## src/rtl/mem_access_unit.sv

```systemverilog
// Purpose: MEM-stage initiator turning byte/half/word loads and stores into word-aligned memory accesses.
// Latency: word store 2, load 1+READ_LATENCY, sub-word store 2+READ_LATENCY, misaligned 1 cycle to done.
// Backpressure: stall holds the pipeline while req_valid is high until the DONE/ERR cycle.
module mem_access_unit #(
  parameter int unsigned READ_LATENCY = 1
) (
  input  logic        clk,
  input  logic        reset,
  input  logic        req_valid,
  input  logic        req_store,
  input  logic [1:0]  req_size,
  input  logic        req_signed,
  input  logic [31:0] req_addr,
  input  logic [31:0] req_wdata,
  output logic        stall,
  output logic        done,
  output logic        misaligned,
  output logic [31:0] load_data,
  output logic [31:0] mem_address,
  output logic        mem_write,
  output logic [31:0] mem_write_data,
  input  logic [31:0] mem_read_data
);

  localparam logic [3:0] CNT_INIT = 4'(READ_LATENCY - 1);

  typedef enum logic [2:0] {
    S_IDLE  = 3'd0,
    S_READ  = 3'd1,
    S_WRITE = 3'd2,
    S_DONE  = 3'd3,
    S_ERR   = 3'd4
  } state_t;

  state_t      state_q, state_d;
  logic [3:0]  cnt_q, cnt_d;
  logic [1:0]  addr_lo_q, addr_lo_d;
  logic [1:0]  size_q, size_d;
  logic        signed_q, signed_d;
  logic        store_q, store_d;
  logic [31:0] wdata_q, wdata_d;
  logic [31:0] load_data_q, load_data_d;
  logic [29:0] mem_word_q, mem_word_d;
  logic [31:0] mem_write_data_q, mem_write_data_d;

  logic        req_misal;
  logic        read_last;
  logic [31:0] merged;
  logic [31:0] extracted;
  logic [7:0]  lane_b;
  logic [15:0] lane_h;

  assign load_data      = load_data_q;
  assign mem_address    = {mem_word_q, 2'b00};
  assign mem_write_data = mem_write_data_q;
  assign read_last      = (state_q == S_READ) && (cnt_q == 4'd0);

  // Classify the incoming request: illegal size or offset not aligned to the access size
  always_comb begin
    req_misal = (req_size == 2'b11)
              | ((req_size == 2'b01) & req_addr[0])
              | ((req_size == 2'b10) & (|req_addr[1:0]));
  end

  // Merge the store lane into the word read back from memory
  always_comb begin
    merged = mem_read_data;
    case (size_q)
      2'b00: begin
        case (addr_lo_q)
          2'd0: merged[7:0]   = wdata_q[7:0];
          2'd1: merged[15:8]  = wdata_q[7:0];
          2'd2: merged[23:16] = wdata_q[7:0];
          default: merged[31:24] = wdata_q[7:0];
        endcase
      end
      2'b01: begin
        if (addr_lo_q[1]) merged[31:16] = wdata_q[15:0];
        else              merged[15:0]  = wdata_q[15:0];
      end
      default: merged = wdata_q;
    endcase
  end

  // Select the load lane and extend it to 32 bits
  always_comb begin
    case (addr_lo_q)
      2'd0: lane_b = mem_read_data[7:0];
      2'd1: lane_b = mem_read_data[15:8];
      2'd2: lane_b = mem_read_data[23:16];
      default: lane_b = mem_read_data[31:24];
    endcase
    lane_h = addr_lo_q[1] ? mem_read_data[31:16] : mem_read_data[15:0];
    case (size_q)
      2'b00:   extracted = {{24{signed_q & lane_b[7]}}, lane_b};
      2'b01:   extracted = {{16{signed_q & lane_h[15]}}, lane_h};
      default: extracted = mem_read_data;
    endcase
  end

  // State register and all datapath flops, synchronous reset aborts any access
  always_ff @(posedge clk) begin
    if (reset) begin
      state_q          <= S_IDLE;
      cnt_q            <= 4'd0;
      addr_lo_q        <= 2'd0;
      size_q           <= 2'd0;
      signed_q         <= 1'b0;
      store_q          <= 1'b0;
      wdata_q          <= 32'd0;
      load_data_q      <= 32'd0;
      mem_word_q       <= 30'd0;
      mem_write_data_q <= 32'd0;
    end else begin
      state_q          <= state_d;
      cnt_q            <= cnt_d;
      addr_lo_q        <= addr_lo_d;
      size_q           <= size_d;
      signed_q         <= signed_d;
      store_q          <= store_d;
      wdata_q          <= wdata_d;
      load_data_q      <= load_data_d;
      mem_word_q       <= mem_word_d;
      mem_write_data_q <= mem_write_data_d;
    end
  end

  // Next-state and wait counter: word stores skip the read, everything else reads first
  always_comb begin
    state_d = state_q;
    cnt_d   = cnt_q;
    case (state_q)
      S_IDLE: begin
        if (req_valid) begin
          if (req_misal) begin
            state_d = S_ERR;
          end else if (req_store && (req_size == 2'b10)) begin
            state_d = S_WRITE;
          end else begin
            state_d = S_READ;
            cnt_d   = CNT_INIT;
          end
        end
      end
      S_READ: begin
        if (cnt_q == 4'd0) state_d = store_q ? S_WRITE : S_DONE;
        else               cnt_d   = cnt_q - 4'd1;
      end
      S_WRITE: state_d = S_DONE;
      default: state_d = S_IDLE;
    endcase
  end

  // Request capture on acceptance; read data lands in load_data or the write word
  always_comb begin
    addr_lo_d        = addr_lo_q;
    size_d           = size_q;
    signed_d         = signed_q;
    store_d          = store_q;
    wdata_d          = wdata_q;
    load_data_d      = load_data_q;
    mem_word_d       = mem_word_q;
    mem_write_data_d = mem_write_data_q;
    if ((state_q == S_IDLE) && req_valid) begin
      addr_lo_d = req_addr[1:0];
      size_d    = req_size;
      signed_d  = req_signed;
      store_d   = req_store;
      wdata_d   = req_wdata;
      // A rejected request must not disturb the memory-side bus
      if (!req_misal) begin
        mem_word_d = req_addr[31:2];
        if (req_store && (req_size == 2'b10)) mem_write_data_d = req_wdata;
      end
    end
    if (read_last) begin
      if (store_q) mem_write_data_d = merged;
      else         load_data_d      = extracted;
    end
  end

  // Moore outputs decoded from state; stall drops only in the completion cycle
  always_comb begin
    mem_write  = 1'b0;
    done       = 1'b0;
    misaligned = 1'b0;
    case (state_q)
      S_WRITE: mem_write = 1'b1;
      S_DONE:  done      = 1'b1;
      S_ERR: begin
        done       = 1'b1;
        misaligned = 1'b1;
      end
      default: ;
    endcase
    stall = req_valid && !((state_q == S_DONE) || (state_q == S_ERR));
  end

endmodule

```

## config.mk

```make
export PLATFORM = sky130hd
export DESIGN_NAME = mem_access_unit
export DESIGN_NICKNAME = d
export VERILOG_FILES = /design/src/rtl/mem_access_unit.sv
export SDC_FILE = /design/constraint.sdc
export NUM_CORES = 1
export LEC_CHECK = 0
export ABC_CLOCK_PERIOD_IN_PS = 2200
export BUFFER_PORTS_ARGS = -buffer_cell sky130_fd_sc_hd__buf_4
export CELL_PAD_IN_SITES_DETAIL_PLACEMENT = 1
export CELL_PAD_IN_SITES_GLOBAL_PLACEMENT = 1
export CORE_MARGIN = 1
export CORE_UTILIZATION = 34
export CTS_BUF_LIST = sky130_fd_sc_hd__clkbuf_4 sky130_fd_sc_hd__clkbuf_8 sky130_fd_sc_hd__clkbuf_16
export CTS_CLUSTER_SIZE = 14
export DETAILED_ROUTE_END_ITERATION = 12
export PLACE_DENSITY = 0.88
export SYNTH_ARGS = -nofsm -noshare
export SYNTH_HDL_FRONTEND = slang
export SYNTH_SLANG_ARGS = --single-unit
```

## constraint.sdc

```tcl
create_clock -name clk -period 2.2 [get_ports clk]
set_clock_uncertainty 0.15 [all_clocks]
set_input_delay 0.22 -clock clk [delete_from_list [all_inputs] [get_ports clk]]
set_output_delay 0.22 -clock clk [all_outputs]
set_load 0.1 [all_outputs]
```

==> results of run 1 <==
==> power groups by stage <==
stage                     clock [W]  sequential, W  combinational [W]
after CTS                   0.00300        0.00296            0.00325
after detailed placement          0        0.00302            0.00299
after global routing        0.00311        0.00300            0.00349
final                       0.00297        0.00298            0.00335
after global placement            0        0.00300            0.00294
after floorplan                   0        0.00409            0.00104
==> final cells by class <==
type,instances,area share [%]
multi-input combinational,556,34.93
antenna,1,0.02486
inverter,16,0.5966
tap,234,2.909
sequential,139,27.66
timing repair buffer,330,27.93
clock inverter,12,1.380
clock buffer,20,4.574
==> metrics by stage <==
| step | power [W] | setup WS, ps | instances |
|---|---|---|---|
| 2_1_floorplan | 0.005132 | -380.6 | 783 |
| 3_3_place_gp | 0.005943 | -4.741 | 1184 |
| 3_5_place_dp | 0.006004 | -123.1 | 1184 |
| 4_1_cts | 0.009204 | 45.11 | 1307 |
| 5_1_grt | 0.009598 | -126.2 | 1308 |
| 6_report | 0.009312 | -43.51 | 1308 |
==> worst reg2reg max path: stages (launching register included) <==
cell and delay (ps):
dfxtp_1 310, inv_1 70, ha_1 160, or3b_4 380, buf_6 140, nor3_4 200
buf_6 150, buf_12 120, nor2_1 60, a2111oi_2 390
==> final timing paths <==
path / startpoint / endpoint / slack (ps) / depth (start not counted)
min reg2reg: mem_word_q[21] / mem_word_q[21] / 300 / 2
max reg2reg: cnt_q[1] / load_data[13] / -40 / 9
max: cnt_q[1] / load_data[13] / -40 / 9
min: mem_read_data[4] / load_data[4] / 20 / 3
==> cells in the final DEF (no fill, tap or decap), drive strengths merged, types with 9 or more instances in the layout <==
| cell | netlist | routed |
|---|---|---|
| buf | 24 | 243 |
| nand2 | 168 | 168 |
| dfxtp | 139 | 139 |
| dlygate4sd3 | 0 | 86 |
| a21oi | 76 | 76 |
| a211oi | 44 | 44 |
| nor2 | 41 | 41 |
| mux2i | 38 | 38 |
| clkbuf | 48 | 20 |
| inv | 16 | 19 |
| a221oi | 17 | 17 |
| a31oi | 12 | 12 |
| o22ai | 11 | 11 |
| a311oi | 11 | 11 |
| nor3b | 11 | 11 |
| nand2b | 10 | 10 |
| nor3 | 10 | 10 |
| nor2b | 9 | 9 |
| o32ai | 9 | 9 |
==> sequential cells by signal (all words and copies together), names as in the netlist <==
signal	cells
store_q	1
signed_q	1
cnt_q	4
state_q	3
mem_word_q	30
mem_write_data	32
size_q	2
wdata_q	32
addr_lo_q	2
load_data	32
==> per-layer routing <==
layer | part of all wire (%) | vias to the layer above | GRT usage (%)
li1 | - | 3364 | -
met1 | 40 | 3635 | 34.50
met2 | 50 | 348 | 50.37
met3 | 5.7 | 117 | 5.538
met4 | 4.6 | 0 | 14.23
met5 | 0 | - | 0
==> what timing repair did <==
action                     CTS  global route
setup endpoints to repair   14            51
gates resized for setup     23            12
hold buffers                86             0
cloned                       1             0
buffers inserted             4             0
pin swaps                    4             5
hold endpoints to repair   102             0
==> cells by family after synthesis <==
| family | after synthesis |
|---|---|
| compound gates | 236 |
| fa+ha+maj | 1 |
| buf+inv | 88 |
| flops | 139 |
| mux | 44 |
| other cells | 1 |
| simple gates | 273 |
==> metrics.txt, run 1 <==
internal power 0.005528 W; RSZ-0062 raised after global routing yes; Power Density 925.1 mW/mm2; Avg WL per Cell 22.21 um; Starting Density 34.76%; part of the power in the clock network 31.9%; final-report hold violation count 0; HP Class in2reg; Post-Synth XOR/XNOR Area 0%; crit-path cells inv_1 -> ha_1 -> or3b_4 -> buf_6 -> nor3_4 -> buf_6 -> buf_12 -> nor2_1 -> a2111oi_2; Async S/R FF share, synth 0%; final wirelength 29,050 um; leakage 4.042 nW; Core Region 0.01871 mm2; DRT iter0 DRCs 513; Sw Pwr 0.003783 W; largest net degree at the start of global routing 53; die width 140.3 um; Ports 203; Yosys top cell area share 42.80%; gpl congestion 0.9218; Synth top cells by count nand2_1 (168), dfxtp_1 (139), a21oi_1 (76), clkbuf_1 (48), a211oi_1 (44); post-route cell area 0.01007 mm2; via count 7,464; Final Cycle Share 102.0%; P&R area growth vs syn 54.83%; Storage cell area 0.002784 mm2; Synth Area in Compound Gates 25.37%; HPWL Detailed 17,480 um; largest family of logic cells by synthesized area compound AO/OA/AOI/OAI gates; most frequent cell after synthesis nand2_1; Synth Warn # 0; status finished, violations left; Syn Area/Cell 8.314 um2; fin nets 1,164; CTS buffer count 17; layout cells sized above 1 29.73%; H-tree depth 4; Pre-antenna DRT Iters 5; Overflow after GRT 0; crit end category register; Clock Latency Late Sink 430 ps; worst setup margin -43.51 ps; # setup viols final 1; setup total negative slack -43.51 ps; Worst-Margin Slew 678.9 ps; Synth Area in Adders 0.1925%; max-cap violations 0; IO Port Bufs 200; mux share of post-synthesis cell area 7.063%; multi-input combinational cell area 0.003516 mm2; vias in the first global route 7,785; filler cell count 2,127; CP max stage delay 390 ps; CP Max Fanout 8; most used cell along the critical path buf_6; Logic pwr share 36.0%; Cell Area, Placed 0.008383 mm2; min Tclk post-route 2244 ps; failing checks negative setup slack; Min Hold Slack 18.87 ps; Netlist cell types 56; Worst-path clk slew 60 ps; Worst Setup Start Kind register; max_slew headroom 54.74%; Post-DRT Antenna Nets 0; Required @ worst endpoint 2360 ps; FP Rows 50; initial antenna violation count 1; critical path arrival 2400 ps; synth top area cells dfxtp_1 (43%), nand2_1 (9.7%), a21oi_1 (5.9%); Max Transition Viols Final 0; crit path buf inv count 4; root buffer cell clkbuf_16; Core Util, Final 53.81%; sequential share of power 32.0%; sequential share of the synthesized area 42.80%; routed vias/inst 5.706; Sw Ratio 40.63%; CTS tree done; Post-synth EDFFs 0; Bufs on Longest Clock Path 2; f_max 445.7 MHz; Post-Syn Area 0.006501 mm2; Setup CP Type reg2reg; Synth Register Bits 139; Worst path slowest cell a2111oi_2; Yosys top cell by area dfxtp_1; simple-gate area share of the yosys netlist 18.78%; Most used DFF post-synth dfxtp_1; family with the most delay on the worst path simple AND/OR/NAND/NOR gates; die span in y 140.3 um; DRC Markers 0; Cells after Synth 782; first-pass GRT wire length 43,920 um; clk sinks 139; Die Area 0.01968 mm2; Peak VDD IR 0.5852 mV; total global-route track usage 29.09%
Power figures use the tool's default switching activity.
==> inputs of run 2 (changes only) <==
--- a/config.mk
+++ b/config.mk
@@ -7,6 +7,7 @@
 export LEC_CHECK = 0
 export ABC_CLOCK_PERIOD_IN_PS = 2200
 export BUFFER_PORTS_ARGS = -buffer_cell sky130_fd_sc_hd__buf_4
+export CAP_MARGIN = 10
 export CELL_PAD_IN_SITES_DETAIL_PLACEMENT = 1
 export CELL_PAD_IN_SITES_GLOBAL_PLACEMENT = 1
 export CORE_MARGIN = 1
@@ -14,7 +15,7 @@
 export CTS_BUF_LIST = sky130_fd_sc_hd__clkbuf_4 sky130_fd_sc_hd__clkbuf_8 sky130_fd_sc_hd__clkbuf_16
 export CTS_CLUSTER_SIZE = 14
 export DETAILED_ROUTE_END_ITERATION = 12
-export PLACE_DENSITY = 0.88
+export PLACE_DENSITY_LB_ADDON = 0.25
 export SYNTH_ARGS = -nofsm -noshare
 export SYNTH_HDL_FRONTEND = slang
 export SYNTH_SLANG_ARGS = --single-unit
==> metrics.txt, run 2 (synthesis results as in run 1) <==
status finished, final reports clean; ANT cells 0; crit end category register; initial antenna violation count 0; IO Port Bufs 200; CTS tree done; Overflow after GRT 0; Power Density 897.7 mW/mm2; Pre-antenna DRT Iters 5; end of the worst register-to-register path load_data[10]; via count 7,154; routed vias/inst 5.444; fin nets 1,171; crit path buf inv count 2; FF-to-FF setup slack 50 ps; first-pass GRT wire length 40,260 um; R2R Path Start cnt_q[1]; DRC Markers 0; HP Class in2reg; RSZ-0062 raised after global routing yes; Critical Path End load_data[10]; family with the most delay on the worst path simple AND/OR/NAND/NOR gates; die span in y 140.3 um; Ports 203; f_max 465.6 MHz; Peak VDD IR 0.6087 mV; Post-DRT Antenna Nets 0; commonest cells after routing, fill and taps aside buf_4 (235), nand2_1 (168), dfxtp_1 (138); CP max stage delay 380 ps; CTS buffer count 17; critical path arrival 2280 ps; gpl congestion 0.8814; largest net degree at the start of global routing 56; max-cap violations 0; CP Max Fanout 7; Final Cycle Share 97.63%; Worst path slowest cell or3b_4; final wirelength 25,990 um; final-report hold violation count 0; Required @ worst endpoint 2330 ps; FP Rows 50; worst r2r path cells 7; HPWL Detailed 17,280 um; Min Hold Slack 15.98 ps; Bufs on Longest Clock Path 2; crit-path cells inv_1 -> ha_2 -> or3b_4 -> or3_4 -> a311oi_4 -> buf_6 -> a2111oi_0; final std cells w/o fill 1,314; Avg WL per Cell 19.78 um; filler cell count 2,146; Max Transition Viols Final 0; Placed Cells 1,190; Setup CP Type reg2reg; # setup viols final 0; Core Util, Final 54.07%; Starting Density 34.76%; max_slew headroom 51.31%; vias in the first global route 7,365; die width 140.3 um; leakage 4.074 nW; Clock Latency Late Sink 430 ps; Die Area 0.01968 mm2; DRT iter0 DRCs 378; setup total negative slack 0 ps; Cell Area, Placed 0.008478 mm2; min Tclk post-route 2148 ps; Worst-Margin Slew 730.4 ps; P&R area growth vs syn 55.56%; H-tree depth 4; post-route cell area 0.01011 mm2; Core Region 0.01871 mm2; Worst Setup Start Kind register; CP Depth 7; clk sinks 139; Worst-path clk slew 60 ps; Critical Path Source cnt_q[1]; root buffer cell clkbuf_16; layout cells sized above 1 29.91%; total global-route track usage 26.67%; leading cell type in the layout, fill and taps excluded buf_4
run 2: changes by cell type in the layout (fill, tap and decap cells not counted), moves of 2 or more:
cell,previous run,this run
buf_4,233,235
clkinv_2,2,4
a2111oi_2,7,5
a221oi_1,13,15
buf_12,6,10
a2111oi_0,0,2
a221oi_2,4,2
run 2: layout make-up:
class / instances / area [um2] / area share, %
inverter: 16 / 60.06 / 0.5938
multi-input combinational: 556 / 3495 / 34.55
clock buffer: 19 / 452.9 / 4.479
tap: 234 / 292.8 / 2.895
sequential: 139 / 2784 / 27.53
clock inverter: 13 / 116.4 / 1.151
timing repair buffer: 337 / 2913 / 28.80
run 2: stage by stage:
step | power, W | worst slack [ps]
floorplan | 0.005132 | -380.6
global placement | 0.006007 | 47.88
detailed placement | 0.006040 | -51.53
CTS | 0.009067 | 9.274
global route | 0.009435 | -4.619
finish | 0.009079 | 52.09
run 2: worst register-to-register path, cell delays in order, from the launching register on:
cell and delay [ps]:
dfxtp_1 310, inv_1 70, ha_2 180, or3b_4 380
or3_4 360, a311oi_4 270, buf_6 180, a2111oi_0 100
run 2: routing by layer:
metal	vias up	track usage (%)	part of all wire, %
met5	-	0	0
met4	0	10.41	2.7
met3	50	6.701	6.6
met2	279	44.37	48
met1	3446	33.02	42
li1	3379	-	-
run 2: what timing repair did:
item / 4_1_cts / 5_1_grt
buffers inserted: 4 / 0
setup endpoints to repair: 10 / 48
pin swaps: 3 / 14
hold buffers: 87 / 0
gates cloned: 1 / 0
endpoints found under the hold margin: 100 / 0
gates resized for setup: 12 / 19
run 2: worst min path at each step:
stage | startpoint | to | slack, ps | cells after the start
6_report | mem_read_data[6] | load_data[6] | 20 | 3
3_5_place_dp | wdata_q[19] | wdata_q[19] | 300 | 2
2_1_floorplan | req_wdata[16] | wdata_q[16] | 210 | 2
5_1_grt | mem_read_data[1] | load_data[1] | 5 | 3
3_3_place_gp | mem_word_q[5] | mem_word_q[5] | 290 | 2
4_1_cts | mem_read_data[1] | load_data[1] | 0.5 | 3
run 2: where the power goes:
group	switching [W]	leakage, nW	internal [W]
sequential	0.000202	1.13	0.00276
combinational	0.00227	2.66	0.00104
clock	0.00119	0.276	0.00162
total	0.00366	4.07	0.00542
==> inputs of run 3 (changes only) <==
--- a/config.mk
+++ b/config.mk
@@ -5,13 +5,13 @@
 export SDC_FILE = /design/constraint.sdc
 export NUM_CORES = 1
 export LEC_CHECK = 0
-export ABC_CLOCK_PERIOD_IN_PS = 2200
+export ABC_CLOCK_PERIOD_IN_PS = 2000
 export BUFFER_PORTS_ARGS = -buffer_cell sky130_fd_sc_hd__buf_4
 export CAP_MARGIN = 10
 export CELL_PAD_IN_SITES_DETAIL_PLACEMENT = 1
 export CELL_PAD_IN_SITES_GLOBAL_PLACEMENT = 1
 export CORE_MARGIN = 1
-export CORE_UTILIZATION = 34
+export CORE_UTILIZATION = 37
 export CTS_BUF_LIST = sky130_fd_sc_hd__clkbuf_4 sky130_fd_sc_hd__clkbuf_8 sky130_fd_sc_hd__clkbuf_16
 export CTS_CLUSTER_SIZE = 14
 export DETAILED_ROUTE_END_ITERATION = 12
==> constraint.sdc (replaced) <==
create_clock -name clk -period 2 [get_ports clk]
set_clock_uncertainty 0.15 [all_clocks]
set_input_delay 0.2 -clock clk [delete_from_list [all_inputs] [get_ports clk]]
set_output_delay 0.2 -clock clk [all_outputs]
set_load 0.1 [all_outputs]
==> metrics.txt, run 3 (synthesis results as in run 1) <==
setup total negative slack -3469 ps; Worst-Margin Slew 766.2 ps; Power Density 1014 mW/mm2; f_max 461.3 MHz; HPWL Detailed 17,000 um; min Tclk post-route 2168 ps; layout cells sized above 1 36.69%; largest net degree at the start of global routing 48; CTS buffer count 17; Peak VDD IR 0.6578 mV; die width 134.6 um; die span in y 134.6 um; Bufs on Longest Clock Path 2; Worst Setup Start Kind register; status finished, violations left; crit path buf inv count 6; Max Transition Viols Final 0; final std cells w/o fill 1,339; via count 7,608; initial antenna violation count 1; Min Hold Slack 23.81 ps; clk sinks 139; fin nets 1,203; final-report hold violation count 0; vias in the first global route 7,954; worst setup margin -167.8 ps; most used cell along the critical path buf_6; RSZ-0062 raised after global routing yes; Avg WL per Cell 22.77 um; Placed Cells 1,196; Clock Latency Late Sink 420 ps; failing checks negative setup slack; first-pass GRT wire length 43,540 um; Final Cycle Share 108.4%; Required @ worst endpoint 2180 ps; CP max stage delay 380 ps; commonest cells after routing, fill and taps aside buf_4 (245), nand2_1 (168), dfxtp_1 (134); # setup viols final 43; Starting Density 37.72%; leading cell type in the layout, fill and taps excluded buf_4; crit end category register; total global-route track usage 31.28%; Worst path slowest cell or3b_4; routed vias/inst 5.682; final wirelength 30,490 um; Setup CP Type reg2reg; Worst-path clk slew 60 ps; max_slew headroom 48.92%; P&R area growth vs syn 68.61%; gpl congestion 0.8284; Overflow after GRT 0; DRT iter0 DRCs 429; Core Region 0.01724 mm2; root buffer cell clkbuf_16; Ports 203; crit-path cells inv_2 -> ha_4 -> or3b_4 -> buf_6 -> nor3_4 -> buf_6 -> buf_8 -> buf_4 -> buf_6 -> nor2_1 -> a211oi_1; H-tree depth 4; HP Class in2reg; family with the most delay on the worst path buffers and inverters; IO Port Bufs 200; DRC Markers 0; Post-DRT Antenna Nets 0; max-cap violations 0; total power 0.01112 W; Cell Area, Placed 0.008628 mm2; critical path arrival 2340 ps; CTS tree done; Pre-antenna DRT Iters 5; post-route cell area 0.01096 mm2; leakage 4.415 nW; Die Area 0.01811 mm2; FP Rows 48; CP Max Fanout 5
run 3: worst reg2reg max path, cell delays in order, from the launching register on:
cell and delay [ps]:
dfxtp_2 330, inv_2 70, ha_4 120, or3b_4 380, buf_6 130, nor3_4 180, buf_6 150, buf_8 130
buf_4 110, buf_6 100, nor2_1 50, a211oi_1 190
run 3: per-layer routing:
metal | up-vias | share of wire, % | wire length (um) | GRT usage, %
met5 | - | 0 | 0 | 0
met4 | 0 | 4.1 | 1244 | 13.61
met3 | 84 | 5.6 | 1697 | 5.180
met2 | 331 | 50 | 15270 | 56.22
met1 | 3746 | 40 | 12280 | 36.55
li1 | 3447 | - | - | -
run 3: worst paths after layout:
path / start / endpoint / slack, ps / cells after the start
min reg2reg: wdata_q[24] / wdata_q[24] / 310 / 2
max: cnt_q[1] / load_data[0] / -170 / 11
max reg2reg: cnt_q[1] / load_data[0] / -170 / 11
min: mem_read_data[0] / mem_write_data[0] / 20 / 3
run 3: repair_timing:
action	4_1_cts	5_1_grt
resized for setup	62	54
hold buffers	88	0
setup endpoints to repair	48	93
pin swaps	31	14
gates cloned	3	4
hold endpoints to repair	106	0
setup buffers	10	8
run 3: layout make-up:
type | instances | area, um2
antenna | 2 | 5.005
timing repair buffer | 369 | 3302
fill | 1879 | 6275
inverter | 16 | 60.06
multi-input combinational | 556 | 3825
sequential | 139 | 2791
tap | 225 | 281.5
clock inverter | 10 | 209.0
clock buffer | 22 | 488.0
run 3: per-stage QoR:
stage | util (%) | setup WS (ps)
finish | 63.60 | -167.8
global route | 63.58 | -256.8
CTS | 61.78 | -98.23
detailed placement | 50.06 | -220.6
global placement | 50.06 | -154.3
floorplan | - | -431.7
run 3: power by group:
| part | switching (W) | leakage (nW) | internal (W) |
|---|---|---|---|
| Clock | 0.00128 | 0.336 | 0.00249 |
| Sequential | 0.000241 | 1.14 | 0.00304 |
| Combinational | 0.00273 | 2.94 | 0.00133 |
| Total | 0.00425 | 4.41 | 0.00686 |
